$ cat src/rtl/bist_sequencer_pkg.sv
// Shared types and widths for the multi-session BIST sequencer.
package bist_pkg;

    localparam int unsigned SEED_IDX_W  = 3;
    localparam int unsigned FAIL_MASK_W = 8;

    typedef enum logic [2:0] {
        ST_IDLE,
        ST_SEED,
        ST_SHIFT,
        ST_CAPTURE,
        ST_FLUSH,
        ST_COMPARE,
        ST_DONE
    } bist_state_t;

endpackage

$ cat src/rtl/bist_seq_counter.sv
// Loadable down-counter with terminal-count flag (tc = count is zero).
// Load has priority over enable; the counter holds at zero instead of wrapping.
module bist_seq_counter #(
    parameter int unsigned W = 4
) (
    input  logic         CLK,
    input  logic         RST,
    input  logic         load,
    input  logic [W-1:0] load_val,
    input  logic         en,
    output logic [W-1:0] count,
    output logic         tc
);

    logic [W-1:0] count_q;
    logic [W-1:0] count_d;

    assign count = count_q;
    assign tc    = (count_q == '0);

    // Next count: load, decrement, or hold at terminal count.
    always_comb begin
        count_d = count_q;
        if (load) begin
            count_d = load_val;
        end else if (en && !tc) begin
            count_d = count_q - 1'b1;
        end
    end

    // Count register.
    always_ff @(posedge CLK or posedge RST) begin
        if (RST) begin
            count_q <= '0;
        end else begin
            count_q <= count_d;
        end
    end

endmodule

$ cat src/rtl/bist_sequencer.sv
// Multi-session BIST controller: seeds the LFSR, clears the MISR, sequences
// shift/capture patterns and a final flush, then compares the MISR signature
// against a per-session golden value.
// Optional build macro BIST_SEQ_STOP_ON_FAIL_EN: stop at the first failing
// session instead of running all sessions.
module bist_sequencer
    import bist_pkg::*;
#(
    parameter int unsigned CHAIN_LEN  = 8,
    parameter int unsigned N_PATTERNS = 16,
    parameter int unsigned N_SESSIONS = 2,
    parameter int unsigned SIG_W      = 6,
    parameter logic [N_SESSIONS*SIG_W-1:0] GOLDEN = {6'h2D, 6'h13}
) (
    input  logic                   CLK,
    input  logic                   RST,
    input  logic                   start,
    input  logic [SIG_W-1:0]       sig_in,
    output logic                   scan_en,
    output logic                   seed_load,
    output logic [SEED_IDX_W-1:0]  seed_idx,
    output logic                   misr_clr,
    output logic                   running,
    output logic                   bist_end,
    output logic                   pass_fail,
    output logic [FAIL_MASK_W-1:0] fail_mask
);

    localparam int unsigned SHIFT_W = $clog2(CHAIN_LEN + 1);
    localparam int unsigned PAT_W   = $clog2(N_PATTERNS + 1);

    bist_state_t            state_q, state_d;
    logic [SEED_IDX_W-1:0]  seed_idx_q, seed_idx_d;
    logic [FAIL_MASK_W-1:0] fail_mask_q, fail_mask_d;
    logic                   start_q, start_qq;
    logic                   scan_en_q, scan_en_d;
    logic                   seed_load_q, seed_load_d;
    logic                   misr_clr_q, misr_clr_d;
    logic                   running_q, running_d;
    logic                   bist_end_q, bist_end_d;
    logic                   pass_fail_q, pass_fail_d;

    logic               start_rise;
    logic               shift_load, shift_en, shift_tc;
    logic               pat_load, pat_en, pat_tc;
    logic [SHIFT_W-1:0] shift_cnt;
    logic [PAT_W-1:0]   pat_cnt;
    logic [SIG_W-1:0]   golden_slice;
    logic               last_session;
    logic               mismatch;

    assign start_rise   = start_q & ~start_qq;
    assign golden_slice = GOLDEN[int'(seed_idx_q)*SIG_W +: SIG_W];
    assign last_session = (seed_idx_q == SEED_IDX_W'(N_SESSIONS - 1));
    assign mismatch     = (sig_in != golden_slice);

    // Shift counter reloads outside SHIFT/FLUSH so each burst starts at CHAIN_LEN-1.
    assign shift_load = !(state_q == ST_SHIFT || state_q == ST_FLUSH);
    assign shift_en   = !shift_load;
    assign pat_load   = (state_q == ST_SEED);
    assign pat_en     = (state_q == ST_CAPTURE);

    bist_seq_counter #(.W(SHIFT_W)) u_shift_cnt (
        .CLK      (CLK),
        .RST      (RST),
        .load     (shift_load),
        .load_val (SHIFT_W'(CHAIN_LEN - 1)),
        .en       (shift_en),
        .count    (shift_cnt),
        .tc       (shift_tc)
    );

    bist_seq_counter #(.W(PAT_W)) u_pat_cnt (
        .CLK      (CLK),
        .RST      (RST),
        .load     (pat_load),
        .load_val (PAT_W'(N_PATTERNS - 1)),
        .en       (pat_en),
        .count    (pat_cnt),
        .tc       (pat_tc)
    );

    // Next-state, session bookkeeping and registered-output decode.
    always_comb begin
        state_d     = state_q;
        seed_idx_d  = seed_idx_q;
        fail_mask_d = fail_mask_q;
        case (state_q)
            ST_IDLE, ST_DONE: begin
                if (start_rise) begin
                    state_d     = ST_SEED;
                    seed_idx_d  = '0;
                    fail_mask_d = '0;
                end
            end
            ST_SEED:    state_d = ST_SHIFT;
            ST_SHIFT:   if (shift_tc) state_d = ST_CAPTURE;
            ST_CAPTURE: state_d = pat_tc ? ST_FLUSH : ST_SHIFT;
            ST_FLUSH:   if (shift_tc) state_d = ST_COMPARE;
            ST_COMPARE: begin
                if (mismatch) begin
                    fail_mask_d[seed_idx_q] = 1'b1;
                end
`ifdef BIST_SEQ_STOP_ON_FAIL_EN
                if (last_session || mismatch) begin
`else
                if (last_session) begin
`endif
                    state_d = ST_DONE;
                end else begin
                    state_d    = ST_SEED;
                    seed_idx_d = seed_idx_q + 1'b1;
                end
            end
            default: state_d = ST_IDLE;
        endcase

        // Outputs decoded from the next state so they line up with it.
        scan_en_d   = (state_d == ST_SHIFT) || (state_d == ST_FLUSH);
        seed_load_d = (state_d == ST_SEED);
        misr_clr_d  = (state_d == ST_SEED);
        running_d   = (state_d != ST_IDLE) && (state_d != ST_DONE);
        bist_end_d  = (state_d == ST_DONE);
        pass_fail_d = (state_d == ST_DONE) && (fail_mask_d == '0);
    end

    // FSM state, session registers, start edge detect and output registers.
    always_ff @(posedge CLK or posedge RST) begin
        if (RST) begin
            state_q     <= ST_IDLE;
            seed_idx_q  <= '0;
            fail_mask_q <= '0;
            start_q     <= 1'b0;
            start_qq    <= 1'b0;
            scan_en_q   <= 1'b0;
            seed_load_q <= 1'b0;
            misr_clr_q  <= 1'b0;
            running_q   <= 1'b0;
            bist_end_q  <= 1'b0;
            pass_fail_q <= 1'b0;
        end else begin
            state_q     <= state_d;
            seed_idx_q  <= seed_idx_d;
            fail_mask_q <= fail_mask_d;
            start_q     <= start;
            start_qq    <= start_q;
            scan_en_q   <= scan_en_d;
            seed_load_q <= seed_load_d;
            misr_clr_q  <= misr_clr_d;
            running_q   <= running_d;
            bist_end_q  <= bist_end_d;
            pass_fail_q <= pass_fail_d;
        end
    end

    assign scan_en   = scan_en_q;
    assign seed_load = seed_load_q;
    assign seed_idx  = seed_idx_q;
    assign misr_clr  = misr_clr_q;
    assign running   = running_q;
    assign bist_end  = bist_end_q;
    assign pass_fail = pass_fail_q;
    assign fail_mask = fail_mask_q;

endmodule

$ cat config.mk
export PLATFORM = sky130hd
export DESIGN_NAME = bist_sequencer
export DESIGN_NICKNAME = d
export VERILOG_FILES = /design/src/rtl/bist_sequencer_pkg.sv /design/src/rtl/bist_seq_counter.sv /design/src/rtl/bist_sequencer.sv
export SDC_FILE = /design/constraint.sdc
export NUM_CORES = 1
export LEC_CHECK = 0
export ABC_AREA = 1
export CAP_MARGIN = 20
export CORE_UTILIZATION = 59
export CTS_CLUSTER_DIAMETER = 30
export DETAILED_ROUTE_END_ITERATION = 10
export PLACE_DENSITY_LB_ADDON = 0.25
export SLEW_MARGIN = 30
export SYNTH_ARGS = -nofsm -noshare
export SYNTH_HDL_FRONTEND = slang
export SYNTH_HIERARCHICAL = 1
export SYNTH_SLANG_ARGS = --single-unit
$ cat constraint.sdc
create_clock -name CLK -period 3.89 [get_ports CLK]
set_clock_uncertainty 0.2 [all_clocks]
set_input_delay 0.778 -clock CLK [delete_from_list [all_inputs] [get_ports CLK]]
set_output_delay 0.778 -clock CLK [all_outputs]
set_load 0.01 [all_outputs]
==> flow_summary.toml, run 1 <==
[run_status]
outcome = "completed"

[timing]
worst_pin_slew_ps = 790
tns_ps = 0
fmax_mhz = 406
rsz0062_at_grt = "false"
maxSlewHeadroom = 0.473
holdWs_ps = 185
hold_viol = 0
fin_crit_sh = 0.633
fin_crit_ps = 2460
setup_viol = 0
slew_violations = 0

[drt]
vias_per_cell = 4.91
drtIter0Drc = 67
vias = 1636
drc = 0
ant_nets = 0
routedWlPerCell_um = 10.7
drtPass1Iterations = 4
drt_wl_total_um = 3560

[synth]
yosys_warnings = 6
synth.top_cell.area_share = 0.396
synth_top_area_cell = "dfrtp_1"
yosysSeqAreaShare = 0.396
syn_area_per_cell_um2 = 7.53
synth_edf_count = 0
netlist_area_um2 = 1900
yosys.cell_count.top_type = "nand2_1"
synth_async_sr_flop_share = 1.00
synth_commonest_cells = "nand2_1 (78), inv_1 (34), dfrtp_1 (30)"
synth-main-ff-cell = "dfrtp_1"
synthDistinctLibCells = 31
postSynthCellCount = 252
synth_area_leaders = "dfrtp_1 (40%), nand2_1 (15%), inv_1 (6.7%)"
synth_seq_cells = 30

[global_routing]
gr-total-overflow = 0
grt_pass1_wl_um = 6300
grt_pass1_vias = 1513
grt_max_degree = 22
grt_antenna_before_repair = 0
grtUsageTotal = 0.247

[worst_setup_path]
crit_buf_inv = 1
endpoint_kind = "output port"
crit_required_ps = 2910
path_delay_family = "buffers and inverters"
criticalPathCategory = "reg2out"
cpMaxStageDelayCell = "clkdlybuf4s50_1"
critPathMaxFanout = 11
worstPathCellList = "clkdlybuf4s50_1"
startpoint_type = "register"
regToRegSetupSlack_ps = 1840
arrival_ps = 1480
cpPeakStageDelay_ps = 600

[clock_network]
cts_resized = 0
holdBufCountCts = 0
cts_buffers = 5
postCtsSetupRepairBufs = 0
cts_buffer_depth = 2
clockRootBuffer = "clkbuf_4"
clkLatencyLatePin_ps = 330
cts_tree = "done"
htreeDepth = 2
clk_pin_slew_ps = 100
cts_sinks = 30

[finish]
n_antenna_cell = 0
multi_input_area_um2 = 978
fin_nets = 301
seqCellArea_um2 = 751
area_growth_pct = 19.4
stdcell_count = 333
num-fill-cells = 246
layout-drive-gt1-share = 0.159
final_util = 0.742

[hold_path]
hold_path.class = "reg2reg"

[die]
die_area_um2 = 3450
die_h_um = 58.7
rows = 20
dieWidth_um = 58.7
core-area_um2 = 3050
start_util = 0.621
ios = 26

[placement]
routabilityCongestion = 0.809
place_inst = 325
dpl.hpwl_um = 2660
port_buffers = 25

[power]
ir_worst_vdd_uv = 472
leakagePower_nw = 1.23
p_per_area_nw_per_um2 = 652

[flow_run]
maxCapViolCount = 0
==> final cells by class <==
type                    instances  area share
inverters                      43      0.0735
well taps                      44      0.0243
flip-flops and latches         30       0.331
clock buffers                   6      0.0227
clock inverters                 2     0.00552
repair buffers                 25       0.110
multi-input cells             183       0.432
==> state kept, by name, summed over array words and instances (netlist names), 3 cells and up <==
register / count
state_q: 3
u_pat_cnt/count: 5
seed_idx: 3
u_shift_cnt/count: 4
fail_mask: 8
==> where the power goes <==
group / internal (mW) / total (mW) / switching (mW)
sequential: 0.406 / 0.493 / 0.0871
clock: 0.0868 / 0.200 / 0.113
combinational: 0.299 / 0.785 / 0.486
total: 0.792 / 1.48 / 0.686
==> metal layers <==
metal | global-route usage | share of wire | wire length (um)
met1 | 0.321 | 0.49 | 1730
met5 | 0 | 0 | 0
met4 | 0.119 | 0.019 | 66
met3 | 0.0747 | 0.049 | 175
met2 | 0.381 | 0.45 | 1590
==> logic make-up after synthesis <==
family / after synthesis / synth area share
and+or+nand+nor: 155 / 0.420
buffers and inverters: 46 / 0.102
DFF: 30 / 0.396
AOI/OAI and AO/OA: 14 / 0.0429
adders and majority gates: 4 / 0.0264
other: 2 / 0.00396
xor gates and xnor gates: 1 / 0.00858
==> stage by stage <==
stage	power, mW	area [um2]	worst slack, ps
floorplan	1.11	1920	2090
global placement	1.26	2200	1520
detailed placement	1.28	2200	1490
CTS	1.48	2260	1410
global route	1.62	2260	1310
finish	1.48	2260	1430
==> worst paths after layout <==
kind,start,endpoint,depth (start not counted)
max,seed_idx[0]$_DFFE_PP0P_,seed_idx[0],1
min,start_q$_DFF_PP0_,start_qq$_DFF_PP0_,0
max reg2reg,state_q[2]$_DFF_PP0_,u_shift_cnt/count[3]$_DFFE_PP0P_,9
min reg2reg,start_q$_DFF_PP0_,start_qq$_DFF_PP0_,0
max in group asynchronous,RST,state_q[2]$_DFF_PP0_,2
min in group asynchronous,RST,u_shift_cnt/count[0]$_DFFE_PP0P_,2
==> layout by cell type, fill, tap and decap left out, types with 4 or more instances in the layout <==
cell type,synthesis,routed
inv_1,34,34
nand3_1,17,17
nand2_2,4,4
nor2_1,23,23
nor2_2,7,7
clkdlybuf4s50_1,0,25
nor3_1,5,5
conb_1,2,9
clkbuf_4,0,5
nand3_2,5,5
nand2_4,6,6
nand2_1,78,78
inv_2,7,7
ha_1,4,4
o21ai_0,7,7
dfrtp_1,30,30
Power figures use the tool's default switching activity.
==> run 2, diff against run 1 <==
--- a/config.mk
+++ b/config.mk
@@ -7,7 +7,7 @@
 export LEC_CHECK = 0
 export ABC_AREA = 1
 export CAP_MARGIN = 20
-export CORE_UTILIZATION = 59
+export CORE_UTILIZATION = 49
 export CTS_CLUSTER_DIAMETER = 30
 export DETAILED_ROUTE_END_ITERATION = 10
 export PLACE_DENSITY_LB_ADDON = 0.25
==> constraint.sdc (replaced) <==
create_clock -name CLK -period 2.1 [get_ports CLK]
set_clock_uncertainty 0.2 [all_clocks]
set_input_delay 0.42 -clock CLK [delete_from_list [all_inputs] [get_ports CLK]]
set_output_delay 0.42 -clock CLK [all_outputs]
set_load 0.01 [all_outputs]
==> run 2 against run 1 <==
Compared with the run above: clock power grew to 3.6 times the previous value; die area is 20% higher; total power grew 110%; critical path type unchanged; largest cell class unchanged; setup slack got worse by 1300 ps; critical path depth stayed put; hold slack worse by 12 ps; critical endpoint is now seed_idx[2]; utilization decreased by 9.7 points; sequential power increased by 85%.
==> flow_summary.toml, run 2 (synthesis gave the netlist of run 1 again) <==
[drt]
drt_wl_total_um = 3490
drtIter0Drc = 66
drc = 0
drtPass1Iterations = 4
routedWlPerCell_um = 10.2
vias = 1585
ant_nets = 0
vias_per_cell = 4.65

[die]
ios = 26
rows = 22
die_h_um = 64.2
start_util = 0.514
dieWidth_um = 64.2
core-area_um2 = 3690
die_area_um2 = 4120

[global_routing]
grtUsageTotal = 0.198
grt_pass1_wl_um = 6270
grt_pass1_vias = 1458
grt_antenna_before_repair = 0
grt_max_degree = 22
gr-total-overflow = 0

[clock_network]
clk_pin_slew_ps = 70
holdBufCountCts = 0
cts_buffer_depth = 2
postCtsSetupRepairBufs = 0
cts_sinks = 30
htreeDepth = 2
clkLatencyLatePin_ps = 280
cts_buffers = 5
clockRootBuffer = "clkbuf_8"
cts_tree = "done"

[worst_setup_path]
worstPathCellList = "clkdlybuf4s50_1"
arrival_ps = 1330
criticalPathCategory = "reg2out"
crit_buf_inv = 1
cpPeakStageDelay_ps = 580
critPathMaxFanout = 5
crit_required_ps = 1480
cpMaxStageDelayCell = "clkdlybuf4s50_1"
endpoint_kind = "output port"
path_delay_family = "buffers and inverters"
startpoint_type = "register"

[finish]
layout-drive-gt1-share = 0.174
num-fill-cells = 328
final_common_cell = "nand2_1"
final_util = 0.645
layout_common_cells = "nand2_1 (78), inv_1 (34), dfrtp_1 (29)"
n_antenna_cell = 0
stdcell_count = 341
largest_reg_flops = 8
fin_nets = 305
area_growth_pct = 25.5

[timing]
fin_crit_ps = 1950
hold_viol = 0
fmax_mhz = 514
fin_crit_sh = 0.927
setup_viol = 0
tns_ps = 0
rsz0062_at_grt = "false"
slew_violations = 0

[placement]
port_buffers = 25
place_inst = 333
dpl.hpwl_um = 2650
routabilityCongestion = 0.809

[power]
p_per_area_nw_per_um2 = 1310
leakagePower_nw = 1.29
ir_worst_vdd_uv = 958

[hold_path]
hold_path.class = "reg2reg"

[run_status]
outcome = "completed"

[flow_run]
maxCapViolCount = 0
-- run 2: cell types whose count changed in the layout (fill, tap and decap cells not counted) --
cell,delta
dfrtp_2,+1
bufinv_16,+2
clkbuf_4,-5
dfrtp_1,-1
clkinv_2,-1
clkinvlp_4,-1
buf_4,+4
clkbuf_8,+5
-- run 2: final cells by class --
type / instances / area, um2 / area share
Multi-Input combinational cell: 183 / 978 / 0.411
Sequential cell: 30 / 752 / 0.316
Timing Repair Buffer: 29 / 280 / 0.118
Inverter: 43 / 166 / 0.0699
Clock buffer: 6 / 82.6 / 0.0347
Clock inverter: 2 / 60.1 / 0.0252
Tap cell: 48 / 60.1 / 0.0252
-- run 2: path summary, 6_finish.rpt --
| path | startpoint | endpoint | slack (ps) | cells past startpoint |
|---|---|---|---|---|
| max | seed_idx[2]$_DFFE_PP0P_ | seed_idx[2] | 150 | 1 |
| min | start_q$_DFF_PP0_ | start_qq$_DFF_PP0_ | 170 | 0 |
| max reg2reg | u_pat_cnt/count[1]$_DFFE_PP0P_ | running$_DFF_PP0_ | 150 | 9 |
| min reg2reg | start_q$_DFF_PP0_ | start_qq$_DFF_PP0_ | 170 | 0 |
| max in group asynchronous | RST | seed_idx[0]$_DFFE_PP0P_ | 1130 | 3 |
| min in group asynchronous | RST | u_shift_cnt/count[0]$_DFFE_PP0P_ | 190 | 2 |
-- run 2: report_power, final --
group | switching [mW] | leakage [nW] | internal [mW]
logic | 0.905 | 0.827 | 0.588
clock network | 0.217 | 0.0714 | 0.506
registers | 0.156 | 0.389 | 0.755
total | 1.28 | 1.29 | 1.85
-- run 2: repair_timing --
action,CTS,global route
endpoints found under the hold margin,0,0
endpoints found under the setup margin,0,1
gates resized for setup,0,1
-- run 2: per-stage QoR --
step	hold slack [ps]	cell area [um2]	power, mW	setup WS (ps)
2_1_floorplan	-13.9	1920	2.05	359
3_3_place_gp	160	2240	2.38	81.8
3_5_place_dp	161	2240	2.41	76.1
4_1_cts	176	2380	3.15	40.3
5_1_grt	194	2380	3.42	24.3
6_report	173	2380	3.13	153
-- run 2: layer usage --
metal / global-route usage / share of wire / up-vias
met1: 0.271 / 0.52 / 710
li1: - / - / 848
met2: 0.299 / 0.44 / 25
met5: 0 / 0 / -
met3: 0.0554 / 0.031 / 2
met4: 0.0667 / 0.0094 / 0
==> run 3, diff against run 2 <==
--- a/config.mk
+++ b/config.mk
@@ -7,7 +7,7 @@
 export LEC_CHECK = 0
 export ABC_AREA = 1
 export CAP_MARGIN = 20
-export CORE_UTILIZATION = 49
+export CORE_UTILIZATION = 59
 export CTS_CLUSTER_DIAMETER = 30
 export DETAILED_ROUTE_END_ITERATION = 10
 export PLACE_DENSITY_LB_ADDON = 0.25
==> constraint.sdc (replaced) <==
create_clock -name CLK -period 2.3 [get_ports CLK]
set_clock_uncertainty 0.2 [all_clocks]
set_input_delay 0.46 -clock CLK [delete_from_list [all_inputs] [get_ports CLK]]
set_output_delay 0.46 -clock CLK [all_outputs]
set_load 0.01 [all_outputs]
==> run 3 against run 2 <==
Compared with the run above: hold slack worse by 7.7 ps; clock-buffer cell count down 1; register-to-register slack better by 210 ps; utilization up 11 points; flip-flop and latch count unchanged; die area down 16%; cell count down 1.8%; setup slack worse by 7.2 ps; non-clock buffer count down 2; via count up 0.50%.
==> flow_summary.toml, run 3 (synthesis gave the netlist of run 1 again) <==
[drt]
drtPass1Iterations = 5
vias = 1593
drt_wl_total_um = 3260
vias_per_cell = 4.76
drc = 0
ant_nets = 0
routedWlPerCell_um = 9.74
drtIter0Drc = 88

[worst_setup_path]
crit_required_ps = 1640
endpoint_kind = "output port"
critPathMaxFanout = 11
cpMaxStageDelayCell = "clkdlybuf4s50_1"
worstPathCellList = "clkdlybuf4s50_1"
cpPeakStageDelay_ps = 610
criticalPathCategory = "reg2out"
crit_buf_inv = 1
regToRegSetupSlack_ps = 360
arrival_ps = 1490
startpoint_type = "register"
path_delay_family = "buffers and inverters"

[finish]
stdcell_count = 335
n_antenna_cell = 0
layout_common_cells = "nand2_1 (78), inv_1 (34), dfrtp_1 (30)"
fin_area_um2 = 2300
largest_reg_flops = 8
layout-drive-gt1-share = 0.165
area_growth_pct = 21.2
fin_nets = 303
final_common_cell = "nand2_1"

[clock_network]
clockRootBuffer = "clkbuf_4"
clkLatencyLatePin_ps = 330
htreeDepth = 2
cts_sinks = 30
holdBufCountCts = 0
cts_buffers = 5
postCtsSetupRepairBufs = 0
clk_pin_slew_ps = 100
cts_tree = "done"
cts_resized = 0
cts_buffer_depth = 2

[die]
start_util = 0.621
dieWidth_um = 58.7
ios = 26
die_area_um2 = 3450
die_h_um = 58.7
core-area_um2 = 3050
rows = 20

[power]
power_mw = 2.58
ir_worst_vdd_uv = 728
p_per_area_nw_per_um2 = 1120
leakagePower_nw = 1.25

[timing]
hold_viol = 0
fin_crit_ps = 2150
fmax_mhz = 464
setup_viol = 0
fin_crit_sh = 0.937
rsz0062_at_grt = "false"
slew_violations = 0
tns_ps = 0

[global_routing]
grtUsageTotal = 0.229
grt_max_degree = 22
grt_pass1_wl_um = 5830
grt_pass1_vias = 1386
grt_antenna_before_repair = 0
gr-total-overflow = 0

[placement]
dpl.hpwl_um = 2570
postPlaceCellArea_um2 = 2220
place_inst = 327
port_buffers = 25
routabilityCongestion = 0.798

[run_status]
outcome = "completed"

[hold_path]
hold_path.class = "in2async"

[flow_run]
maxCapViolCount = 0
-- run 3: changes by cell type in the layout (fill, tap and decap cells not counted), moves of 2 or more --
cell        previous run  this run
buf_4                  4         2
clkinvlp_4             0         2
clkbuf_4               0         5
clkbuf_8               6         0
-- run 3: routing by layer --
metal	global-route usage	vias up	part of all wire
met4	0.0680	0	0.0080
met1	0.325	698	0.49
met3	0.0637	4	0.067
met2	0.345	47	0.43
li1	-	844	-
met5	0	-	0
-- run 3: where the power goes --
part | internal (mW) | switching, mW
registers | 0.686 | 0.147
clock network | 0.228 | 0.192
logic | 0.526 | 0.802
-- run 3: final cells by class --
class / instances / area (um2)
Tap cell: 44 / 55.1
Fill cell: 252 / 754
Clock inverter: 3 / 45.0
Clock buffer: 5 / 37.5
Sequential cell: 30 / 751
Multi-Input combinational cell: 183 / 978
Timing Repair Buffer: 27 / 265
Inverter: 43 / 166
-- run 3: worst paths after layout --
| path | startpoint | endpoint | cells after the start |
|---|---|---|---|
| setup / recovery | seed_idx[0]$_DFFE_PP0P_ | seed_idx[0] | 1 |
| hold / removal | RST | u_shift_cnt/count[3]$_DFFE_PP0P_ | 2 |
| setup reg to reg | u_pat_cnt/count[0]$_DFFE_PP0P_ | running$_DFF_PP0_ | 9 |
| hold reg to reg | start_q$_DFF_PP0_ | start_qq$_DFF_PP0_ | 0 |
| max in group asynchronous | RST | seed_idx[1]$_DFFE_PP0P_ | 3 |
| min in group CLK | start_q$_DFF_PP0_ | start_qq$_DFF_PP0_ | 0 |
-- run 3: stage by stage --
stage | worst slack, ps | hold slack, ps | util
6_report | 146 | 166 | 0.753
4_1_cts | 127 | 162 | 0.753
2_1_floorplan | 559 | 26.1 | -
5_1_grt | 57.8 | 190 | 0.753
3_3_place_gp | 251 | 161 | 0.726
3_5_place_dp | 231 | 170 | 0.726
